[src/rtl/wb_rr_arbiter_if.sv]
`default_nettype none
// +----------------------------------------------------------------------------+
// | wb_rr_arbiter_if : initiator-side and target-side Wishbone bundle          |
// |                    for wb_rr_arbiter                                       |
// | Revision 1.0                                                               |
// +----------------------------------------------------------------------------+
interface wb_rr_arbiter_if #(
    parameter int ITR_CNT    = 4,
    parameter int ADR_WIDTH  = 16,
    parameter int DAT_WIDTH  = 16,
    parameter int SEL_WIDTH  = 2,
    parameter int TGA_WIDTH  = 1,
    parameter int TGC_WIDTH  = 1,
    parameter int TGRD_WIDTH = 1,
    parameter int TGWD_WIDTH = 1
) ();
    logic [ITR_CNT-1:0]            itr_cyc_i;
    logic [ITR_CNT-1:0]            itr_stb_i;
    logic [ITR_CNT-1:0]            itr_we_i;
    logic [ITR_CNT-1:0]            itr_lock_i;
    logic [ITR_CNT*SEL_WIDTH-1:0]  itr_sel_i;
    logic [ITR_CNT*ADR_WIDTH-1:0]  itr_adr_i;
    logic [ITR_CNT*DAT_WIDTH-1:0]  itr_dat_i;
    logic [ITR_CNT*TGA_WIDTH-1:0]  itr_tga_i;
    logic [ITR_CNT*TGC_WIDTH-1:0]  itr_tgc_i;
    logic [ITR_CNT*TGWD_WIDTH-1:0] itr_tgd_i;
    logic [ITR_CNT-1:0]            itr_ack_o;
    logic [ITR_CNT-1:0]            itr_err_o;
    logic [ITR_CNT-1:0]            itr_rty_o;
    logic [ITR_CNT-1:0]            itr_stall_o;
    logic [DAT_WIDTH-1:0]          itr_dat_o;
    logic [TGRD_WIDTH-1:0]         itr_tgd_o;

    logic                          tgt_cyc_o;
    logic                          tgt_stb_o;
    logic                          tgt_we_o;
    logic                          tgt_lock_o;
    logic [SEL_WIDTH-1:0]          tgt_sel_o;
    logic [ADR_WIDTH-1:0]          tgt_adr_o;
    logic [DAT_WIDTH-1:0]          tgt_dat_o;
    logic [TGA_WIDTH-1:0]          tgt_tga_o;
    logic [TGC_WIDTH-1:0]          tgt_tgc_o;
    logic [TGWD_WIDTH-1:0]         tgt_tgd_o;
    logic                          tgt_ack_i;
    logic                          tgt_err_i;
    logic                          tgt_rty_i;
    logic                          tgt_stall_i;
    logic [DAT_WIDTH-1:0]          tgt_dat_i;
    logic [TGRD_WIDTH-1:0]         tgt_tgd_i;

    logic [ITR_CNT-1:0]            gnt_o;

    modport slave (
        input  itr_cyc_i, itr_stb_i, itr_we_i, itr_lock_i,
        input  itr_sel_i, itr_adr_i, itr_dat_i, itr_tga_i, itr_tgc_i, itr_tgd_i,
        output itr_ack_o, itr_err_o, itr_rty_o, itr_stall_o, itr_dat_o, itr_tgd_o,
        output tgt_cyc_o, tgt_stb_o, tgt_we_o, tgt_lock_o,
        output tgt_sel_o, tgt_adr_o, tgt_dat_o, tgt_tga_o, tgt_tgc_o, tgt_tgd_o,
        input  tgt_ack_i, tgt_err_i, tgt_rty_i, tgt_stall_i, tgt_dat_i, tgt_tgd_i,
        output gnt_o
    );

    modport master (
        output itr_cyc_i, itr_stb_i, itr_we_i, itr_lock_i,
        output itr_sel_i, itr_adr_i, itr_dat_i, itr_tga_i, itr_tgc_i, itr_tgd_i,
        input  itr_ack_o, itr_err_o, itr_rty_o, itr_stall_o, itr_dat_o, itr_tgd_o,
        input  tgt_cyc_o, tgt_stb_o, tgt_we_o, tgt_lock_o,
        input  tgt_sel_o, tgt_adr_o, tgt_dat_o, tgt_tga_o, tgt_tgc_o, tgt_tgd_o,
        output tgt_ack_i, tgt_err_i, tgt_rty_i, tgt_stall_i, tgt_dat_i, tgt_tgd_i,
        input  gnt_o
    );
endinterface
`default_nettype wire

[src/rtl/wb_rr_arbiter.sv]
`default_nettype none
// +----------------------------------------------------------------------------+
// | wb_rr_arbiter : shares one pipelined Wishbone target among ITR_CNT         |
// |   initiators. Round-robin when WBXBC_ARB_RR_EN is defined, else fixed      |
// |   priority (index 0 highest). Revision 1.0                                 |
// +----------------------------------------------------------------------------+
module wb_rr_arbiter #(
    parameter int ITR_CNT    = 4,
    parameter int ADR_WIDTH  = 16,
    parameter int DAT_WIDTH  = 16,
    parameter int SEL_WIDTH  = 2,
    parameter int TGA_WIDTH  = 1,
    parameter int TGC_WIDTH  = 1,
    parameter int TGRD_WIDTH = 1,
    parameter int TGWD_WIDTH = 1
) (
    input  wire logic       clk_i,
    input  wire logic       sync_rst_i,
    wb_rr_arbiter_if.slave  bus
);
    logic [ITR_CNT-1:0] gnt_q;
    logic [ITR_CNT-1:0] gnt_d;
    logic               hold;

    // Lock keeps the current owner even while its cycle line is low.
    assign hold = |(gnt_q & (bus.itr_cyc_i | bus.itr_lock_i));

`ifdef WBXBC_ARB_RR_EN
    localparam int PTR_WIDTH = $clog2(ITR_CNT);
    logic [PTR_WIDTH-1:0] ptr_q;
    logic [PTR_WIDTH-1:0] ptr_d;

    // Descending scan overwrites, so the requester closest after ptr_q wins.
    always_comb begin
        logic [PTR_WIDTH-1:0] idx;
        gnt_d = gnt_q;
        ptr_d = ptr_q;
        idx   = '0;
        if (!hold) begin
            gnt_d = '0;
            for (int k = ITR_CNT; k >= 1; k--) begin
                idx = PTR_WIDTH'((int'(ptr_q) + k) % ITR_CNT);
                if (bus.itr_cyc_i[idx]) begin
                    gnt_d      = '0;
                    gnt_d[idx] = 1'b1;
                    ptr_d      = idx;
                end
            end
        end
    end

    always_ff @(posedge clk_i) begin
        if (sync_rst_i) begin
            gnt_q <= '0;
            ptr_q <= PTR_WIDTH'(ITR_CNT - 1);
        end else begin
            gnt_q <= gnt_d;
            ptr_q <= ptr_d;
        end
    end
`else
    always_comb begin
        gnt_d = gnt_q;
        if (!hold) begin
            gnt_d = '0;
            for (int i = ITR_CNT - 1; i >= 0; i--) begin
                if (bus.itr_cyc_i[i]) begin
                    gnt_d    = '0;
                    gnt_d[i] = 1'b1;
                end
            end
        end
    end

    always_ff @(posedge clk_i) begin
        if (sync_rst_i) begin
            gnt_q <= '0;
        end else begin
            gnt_q <= gnt_d;
        end
    end
`endif

    logic                  cyc_m, stb_m, we_m, lock_m;
    logic [SEL_WIDTH-1:0]  sel_m;
    logic [ADR_WIDTH-1:0]  adr_m;
    logic [DAT_WIDTH-1:0]  dat_m;
    logic [TGA_WIDTH-1:0]  tga_m;
    logic [TGC_WIDTH-1:0]  tgc_m;
    logic [TGWD_WIDTH-1:0] tgd_m;

    always_comb begin
        cyc_m  = 1'b0;
        stb_m  = 1'b0;
        we_m   = 1'b0;
        lock_m = 1'b0;
        sel_m  = '0;
        adr_m  = '0;
        dat_m  = '0;
        tga_m  = '0;
        tgc_m  = '0;
        tgd_m  = '0;
        for (int i = 0; i < ITR_CNT; i++) begin
            if (gnt_q[i]) begin
                cyc_m  = cyc_m  | bus.itr_cyc_i[i];
                stb_m  = stb_m  | bus.itr_stb_i[i];
                we_m   = we_m   | bus.itr_we_i[i];
                lock_m = lock_m | bus.itr_lock_i[i];
                sel_m  = sel_m  | bus.itr_sel_i[i*SEL_WIDTH  +: SEL_WIDTH];
                adr_m  = adr_m  | bus.itr_adr_i[i*ADR_WIDTH  +: ADR_WIDTH];
                dat_m  = dat_m  | bus.itr_dat_i[i*DAT_WIDTH  +: DAT_WIDTH];
                tga_m  = tga_m  | bus.itr_tga_i[i*TGA_WIDTH  +: TGA_WIDTH];
                tgc_m  = tgc_m  | bus.itr_tgc_i[i*TGC_WIDTH  +: TGC_WIDTH];
                tgd_m  = tgd_m  | bus.itr_tgd_i[i*TGWD_WIDTH +: TGWD_WIDTH];
            end
        end
    end

    assign bus.tgt_cyc_o   = cyc_m;
    assign bus.tgt_stb_o   = stb_m;
    assign bus.tgt_we_o    = we_m;
    assign bus.tgt_lock_o  = lock_m;
    assign bus.tgt_sel_o   = sel_m;
    assign bus.tgt_adr_o   = adr_m;
    assign bus.tgt_dat_o   = dat_m;
    assign bus.tgt_tga_o   = tga_m;
    assign bus.tgt_tgc_o   = tgc_m;
    assign bus.tgt_tgd_o   = tgd_m;

    assign bus.itr_ack_o   = gnt_q & {ITR_CNT{bus.tgt_ack_i}};
    assign bus.itr_err_o   = gnt_q & {ITR_CNT{bus.tgt_err_i}};
    assign bus.itr_rty_o   = gnt_q & {ITR_CNT{bus.tgt_rty_i}};
    assign bus.itr_stall_o = ~gnt_q | {ITR_CNT{bus.tgt_stall_i}};
    assign bus.itr_dat_o   = bus.tgt_dat_i;
    assign bus.itr_tgd_o   = bus.tgt_tgd_i;
    assign bus.gnt_o       = gnt_q;
endmodule
`default_nettype wire

[src/flat_wrapper.sv]
// flat-port wrapper written by rule: the top's interface ports become plain ports
module wb_rr_arbiter_flat 
#(
    parameter int ITR_CNT    = 4,
    parameter int ADR_WIDTH  = 16,
    parameter int DAT_WIDTH  = 16,
    parameter int SEL_WIDTH  = 2,
    parameter int TGA_WIDTH  = 1,
    parameter int TGC_WIDTH  = 1,
    parameter int TGRD_WIDTH = 1,
    parameter int TGWD_WIDTH = 1
)
  (clk_i, sync_rst_i, bus_itr_cyc_i, bus_itr_stb_i, bus_itr_we_i, bus_itr_lock_i, bus_itr_sel_i, bus_itr_adr_i, bus_itr_dat_i, bus_itr_tga_i, bus_itr_tgc_i, bus_itr_tgd_i, bus_itr_ack_o, bus_itr_err_o, bus_itr_rty_o, bus_itr_stall_o, bus_itr_dat_o, bus_itr_tgd_o, bus_tgt_cyc_o, bus_tgt_stb_o, bus_tgt_we_o, bus_tgt_lock_o, bus_tgt_sel_o, bus_tgt_adr_o, bus_tgt_dat_o, bus_tgt_tga_o, bus_tgt_tgc_o, bus_tgt_tgd_o, bus_tgt_ack_i, bus_tgt_err_i, bus_tgt_rty_i, bus_tgt_stall_i, bus_tgt_dat_i, bus_tgt_tgd_i, bus_gnt_o);
  wb_rr_arbiter_if #(.ITR_CNT(ITR_CNT), .ADR_WIDTH(ADR_WIDTH), .DAT_WIDTH(DAT_WIDTH), .SEL_WIDTH(SEL_WIDTH), .TGA_WIDTH(TGA_WIDTH), .TGC_WIDTH(TGC_WIDTH), .TGRD_WIDTH(TGRD_WIDTH), .TGWD_WIDTH(TGWD_WIDTH)) bus_i ();
  input  wire logic clk_i;
  input  wire logic sync_rst_i;
  input wire logic [$bits(bus_i.itr_cyc_i)-1:0] bus_itr_cyc_i;
  input wire logic [$bits(bus_i.itr_stb_i)-1:0] bus_itr_stb_i;
  input wire logic [$bits(bus_i.itr_we_i)-1:0] bus_itr_we_i;
  input wire logic [$bits(bus_i.itr_lock_i)-1:0] bus_itr_lock_i;
  input wire logic [$bits(bus_i.itr_sel_i)-1:0] bus_itr_sel_i;
  input wire logic [$bits(bus_i.itr_adr_i)-1:0] bus_itr_adr_i;
  input wire logic [$bits(bus_i.itr_dat_i)-1:0] bus_itr_dat_i;
  input wire logic [$bits(bus_i.itr_tga_i)-1:0] bus_itr_tga_i;
  input wire logic [$bits(bus_i.itr_tgc_i)-1:0] bus_itr_tgc_i;
  input wire logic [$bits(bus_i.itr_tgd_i)-1:0] bus_itr_tgd_i;
  output wire logic [$bits(bus_i.itr_ack_o)-1:0] bus_itr_ack_o;
  output wire logic [$bits(bus_i.itr_err_o)-1:0] bus_itr_err_o;
  output wire logic [$bits(bus_i.itr_rty_o)-1:0] bus_itr_rty_o;
  output wire logic [$bits(bus_i.itr_stall_o)-1:0] bus_itr_stall_o;
  output wire logic [$bits(bus_i.itr_dat_o)-1:0] bus_itr_dat_o;
  output wire logic [$bits(bus_i.itr_tgd_o)-1:0] bus_itr_tgd_o;
  output wire logic [$bits(bus_i.tgt_cyc_o)-1:0] bus_tgt_cyc_o;
  output wire logic [$bits(bus_i.tgt_stb_o)-1:0] bus_tgt_stb_o;
  output wire logic [$bits(bus_i.tgt_we_o)-1:0] bus_tgt_we_o;
  output wire logic [$bits(bus_i.tgt_lock_o)-1:0] bus_tgt_lock_o;
  output wire logic [$bits(bus_i.tgt_sel_o)-1:0] bus_tgt_sel_o;
  output wire logic [$bits(bus_i.tgt_adr_o)-1:0] bus_tgt_adr_o;
  output wire logic [$bits(bus_i.tgt_dat_o)-1:0] bus_tgt_dat_o;
  output wire logic [$bits(bus_i.tgt_tga_o)-1:0] bus_tgt_tga_o;
  output wire logic [$bits(bus_i.tgt_tgc_o)-1:0] bus_tgt_tgc_o;
  output wire logic [$bits(bus_i.tgt_tgd_o)-1:0] bus_tgt_tgd_o;
  input wire logic [$bits(bus_i.tgt_ack_i)-1:0] bus_tgt_ack_i;
  input wire logic [$bits(bus_i.tgt_err_i)-1:0] bus_tgt_err_i;
  input wire logic [$bits(bus_i.tgt_rty_i)-1:0] bus_tgt_rty_i;
  input wire logic [$bits(bus_i.tgt_stall_i)-1:0] bus_tgt_stall_i;
  input wire logic [$bits(bus_i.tgt_dat_i)-1:0] bus_tgt_dat_i;
  input wire logic [$bits(bus_i.tgt_tgd_i)-1:0] bus_tgt_tgd_i;
  output wire logic [$bits(bus_i.gnt_o)-1:0] bus_gnt_o;
  assign bus_i.itr_cyc_i = bus_itr_cyc_i;
  assign bus_i.itr_stb_i = bus_itr_stb_i;
  assign bus_i.itr_we_i = bus_itr_we_i;
  assign bus_i.itr_lock_i = bus_itr_lock_i;
  assign bus_i.itr_sel_i = bus_itr_sel_i;
  assign bus_i.itr_adr_i = bus_itr_adr_i;
  assign bus_i.itr_dat_i = bus_itr_dat_i;
  assign bus_i.itr_tga_i = bus_itr_tga_i;
  assign bus_i.itr_tgc_i = bus_itr_tgc_i;
  assign bus_i.itr_tgd_i = bus_itr_tgd_i;
  assign bus_itr_ack_o = bus_i.itr_ack_o;
  assign bus_itr_err_o = bus_i.itr_err_o;
  assign bus_itr_rty_o = bus_i.itr_rty_o;
  assign bus_itr_stall_o = bus_i.itr_stall_o;
  assign bus_itr_dat_o = bus_i.itr_dat_o;
  assign bus_itr_tgd_o = bus_i.itr_tgd_o;
  assign bus_tgt_cyc_o = bus_i.tgt_cyc_o;
  assign bus_tgt_stb_o = bus_i.tgt_stb_o;
  assign bus_tgt_we_o = bus_i.tgt_we_o;
  assign bus_tgt_lock_o = bus_i.tgt_lock_o;
  assign bus_tgt_sel_o = bus_i.tgt_sel_o;
  assign bus_tgt_adr_o = bus_i.tgt_adr_o;
  assign bus_tgt_dat_o = bus_i.tgt_dat_o;
  assign bus_tgt_tga_o = bus_i.tgt_tga_o;
  assign bus_tgt_tgc_o = bus_i.tgt_tgc_o;
  assign bus_tgt_tgd_o = bus_i.tgt_tgd_o;
  assign bus_i.tgt_ack_i = bus_tgt_ack_i;
  assign bus_i.tgt_err_i = bus_tgt_err_i;
  assign bus_i.tgt_rty_i = bus_tgt_rty_i;
  assign bus_i.tgt_stall_i = bus_tgt_stall_i;
  assign bus_i.tgt_dat_i = bus_tgt_dat_i;
  assign bus_i.tgt_tgd_i = bus_tgt_tgd_i;
  assign bus_gnt_o = bus_i.gnt_o;
  wb_rr_arbiter #(.ITR_CNT(ITR_CNT), .ADR_WIDTH(ADR_WIDTH), .DAT_WIDTH(DAT_WIDTH), .SEL_WIDTH(SEL_WIDTH), .TGA_WIDTH(TGA_WIDTH), .TGC_WIDTH(TGC_WIDTH), .TGRD_WIDTH(TGRD_WIDTH), .TGWD_WIDTH(TGWD_WIDTH)) u_core (.clk_i(clk_i), .sync_rst_i(sync_rst_i), .bus(bus_i));
endmodule
[config.mk]
export PLATFORM = sky130hd
export DESIGN_NAME = wb_rr_arbiter_flat
export DESIGN_NICKNAME = d
export VERILOG_FILES = /design/src/rtl/wb_rr_arbiter_if.sv /design/src/rtl/wb_rr_arbiter.sv /design/src/flat_wrapper.sv
export SDC_FILE = /design/constraint.sdc
export NUM_CORES = 1
export LEC_CHECK = 0
export ABC_AREA = 1
export ABC_CLOCK_PERIOD_IN_PS = 2900
export BUFFER_PORTS_ARGS = -buffer_cell sky130_fd_sc_hd__buf_2
export CORE_AREA = 3 3 101 103
export DETAILED_ROUTE_END_ITERATION = 7
export DIE_AREA = 0 0 104 106
export HOLD_SLACK_MARGIN = 0.12
export PLACE_DENSITY = 0.52
export SLEW_MARGIN = 20
export SYNTH_ARGS = -nofsm -noshare
export SYNTH_HDL_FRONTEND = slang
export SYNTH_SLANG_ARGS = --single-unit
[constraint.sdc]
create_clock -name clk_i -period 2.9 [get_ports clk_i]
set_input_delay 0.58 -clock clk_i [delete_from_list [all_inputs] [get_ports clk_i]]
set_output_delay 0.58 -clock clk_i [all_outputs]
set_load 0.05 [all_outputs]
==> metrics.md <==
| Metric | Value |
|---|---|
| Post-synthesis mux area share | `0` |
| Clock Latency Late Sink | `0.21 ns` |
| Yosys reg bits | `4` |
| Yosys Warn Count | `0` |
| First-pass GRT wire length | `12.1 mm` |
| Final setup TNS | `0 ns` |
| Post-synth EDFFs | `0` |
| Max FFs per register | `4` |
| Routed vias | `around 2600` |
| Final setup vio count | `0` |
| Area Overhead vs Synth | `76.5%` |
| Tcrit/Tclk final | `0.813` |
| Iter 0 DRT Violations | `around 130` |
| Final min period | `2.36 ns` |
| R2R Path End | `u_core.bus.gnt_o[1]` |
| Crit end category | `output pin` |
| Largest net degree at the start of global routing | `28` |
| Cts-stage hold buffer count | `0` |
| Comb pwr share | `0.873` |
| Pwr dens | `1000 nW/um^2` |
| Synth top area share | `0.460` |
| P_sw | `1920 uW` |
| Final Hold Fails | `0` |
| Unrepaired setup endpoints after global routing | `no` |
| Clock skew | `0.00141 ns` |
| Rel. slew slack | `0.610` |
| CTS tree | `yes` |
| Mapped cell area | `between 1000 and 1500 um^2` |
| Std cell rows | `35` |
| Clock root cell | `clkbuf_8` |
| R2R cell count | `5` |
| Met2 Routed Length | `4.20 mm` |
| Post-CTS Setup Inserts | `0` |
| Seq pwr share | `0.084` |
| Post-synthesis compound-gate area fraction | `0.0135` |
| Core box area | `9280 um^2` |
| DR WL/cell | `approximately 13 um` |
| R2R Setup Slk | `1.56 ns` |
| Post-synthesis xor/xnor area fraction | `0` |
| Cell variety after synth | `14` |
| Total GRT Usage | `0.131` |
| CTS Buf Count | `3` |
| Vias/cell | `4.17` |
| WL final | `8.01 mm` |
| Final net count | `692` |
| Critical path arrival | `1.78 ns` |
| Layout cells sized above 1 | `0.499` |
| Sw Ratio | `0.730` |
| Simple-gate share of the synthesized area | `0.719` |
| Maximum Capacitance Violations | `0` |
| Largest family of logic cells by synthesized area | `simple AND/OR/NAND/NOR gates` |
| Pint | `710 uW` |
| CP required | `approximately 2.3 ns` |
| GR Overflow Total | `0` |
| Top FF cell, synth | `dfxtp_1` |
| Hold Crit Endpoint | `u_core.bus.gnt_o[3]` |
| # IOs | `265` |
| Cell count after placement | `about 630` |
| Seq/Total Area, Yosys | `0.0539` |
| CP top delay family | `flip-flops` |
| Layout Cells excl Fill | `roughly 630` |
| Synth area leader | `nand2_1` |
| Post-DP HPWL | `approximately 6.7 mm` |
| Met3 wire length | `around 760 um` |
| Htree depth | `1` |
| VDD IR max | `0.000356 V` |
| Synth top cells by count | `nand2_1, nand4_1, buf_4, inv_1, buf_2` |
| Final slew viol count | `0` |
| Critical Path Fanout Max | `27` |
| Min-delay src | `sync_rst_i` |
| Lkg Pwr | `0.00159 uW` |
| Clock sink count | `4` |
| Crit-path slowest cell | `dfxtp_2` |
| Top-count cell post-synth | `nand2_1` |
| Initial antenna violation count | `0` |
| Uppermost layer routed | `met4` |
| Ant diodes | `0` |
| Post-Synth Adder-Cell Area | `0` |
| Outcome | `finished, final reports clean` |
| Resized cells post-CTS | `0` |
| DR DRC count | `0` |
| Final hold slack | `between 0.6 and 0.7 ns` |
| Initial Util | `0.160` |
| Die Height | `106 um` |
| Syn Nets | `490` |
| Filler cell count | `about 1100` |
| Routability cong. | `0.850` |
| PortBufs | `230` |
| Die X | `104 um` |
| DR pass1 iterations | `4` |
| CTS max path bufs | `2` |
| Type of the worst min-delay path | `in2reg` |
| Vias in the first global route | `roughly 2600` |
| Largest stage delay on the critical path | `0.69 ns` |
| Mean Syn Cell Area | `between 4 and 5 um^2` |
| Met1 wire length | `between 2 and 3 mm` |
| Die Footprint | `11000 um^2` |
| Routed Antenna Nets | `0` |
| Hold path depth | `4` |
| Crit path launch type | `flop` |
| Synth top area cells | `nand2_1, nand4_1, buf_4, buf_2, dfxtp_1` |
| Reg-to-reg startpoint | `u_core.bus.gnt_o[2]` |
| Critical path buffer and inverter count | `2` |
| Ys async rst share | `0` |
| Peak Freq | `0.424 GHz` |
| Crit-path cells | `buf_4 -> nand2_1 -> nand4_1 -> buf_2` |
| Clock power share | `0.044` |
| Worst Max-Slew Pin Slew | `between 0.5 and 0.6 ns` |
| Critical path type | `reg2out` |
| Clock input transition at the sequential cells of the worst setup and hold paths | `0.03 ns` |
| Syn Inst Count | `303` |
[power by group through the flow]
stage | Clock, uW | Sequential (uW) | Combinational [uW]
3_5_place_dp | 0 | 225 | 2310
5_1_grt | 125 | 239 | 2430
3_3_place_gp | 0 | 227 | 2300
6_report | 115 | 220 | 2290
2_1_floorplan | 0 | 147 | 1890
4_1_cts | 118 | 226 | 2320
[per-stage QoR]
step / util / setup WS (ns) / area [um^2] / power (uW)
6_report: 0.282 / 0.543 / 2620 / 2630
5_1_grt: 0.282 / 0.375 / 2620 / 2800
3_3_place_gp: 0.278 / 0.758 / 2580 / 2530
3_5_place_dp: 0.278 / 0.728 / 2580 / 2540
2_1_floorplan: - / 0.848 / 1490 / 2040
4_1_cts: 0.282 / 0.472 / 2620 / 2660
[placed cells by master (no fill, tap or decap)]
cell and n:
nand2_4 1, clkbuf_8 3, nand3b_1 1, nand4_1 39
nand3_1 4, dfxtp_2 4, inv_1 17, nor2_1 5
buf_2 230, nand2_1 182, nand2_2 7, nor2_8 2
a21oi_1 4, buf_4 4
[logic make-up after synthesis]
kind of cell    after synthesis
simple gates                241
buf+inv                      54
flops                         4
compound gates                4
[final cells by class]
class	instances	area, um^2	area share
Inverter	17	63.8	0.0243
Multi-Input combinational cell	245	1090	0.415
Clock buffer	3	41.3	0.0158
Timing Repair Buffer	234	1180	0.451
Tap cell	129	161	0.0616
Sequential cell	4	85.1	0.0325
[worst register-to-register path, delay by kind of cell (launching register included)]
kind | cells | cell delay, ns
AND/OR/NAND/NOR | 4 | 0.40
flip-flops | 1 | 0.69
AO/OA/AOI/OAI | 1 | 0.14
[worst max path at each step]
stage	startpoint	to	slack, ns	cells past startpoint
global route	u_core.bus.gnt_o[2]	bus_tgt_tgc_o	0.37	4
finish	u_core.bus.gnt_o[2]	bus_tgt_tgc_o	0.54	4
floorplan	u_core.bus.gnt_o[1]	bus_tgt_dat_o[10]	0.85	4
CTS	u_core.bus.gnt_o[2]	bus_tgt_tgc_o	0.47	4
detailed placement	u_core.bus.gnt_o[2]	bus_tgt_tgc_o	0.73	4
global placement	u_core.bus.gnt_o[2]	bus_tgt_tgc_o	0.76	4
[layer usage]
metal	vias to the layer above	global-route usage
li1	1344	-
met1	1129	0.139
met2	151	0.254
met3	14	0.0304
met4	0	0.0418
met5	-	0
Power figures use the tool's default switching activity.
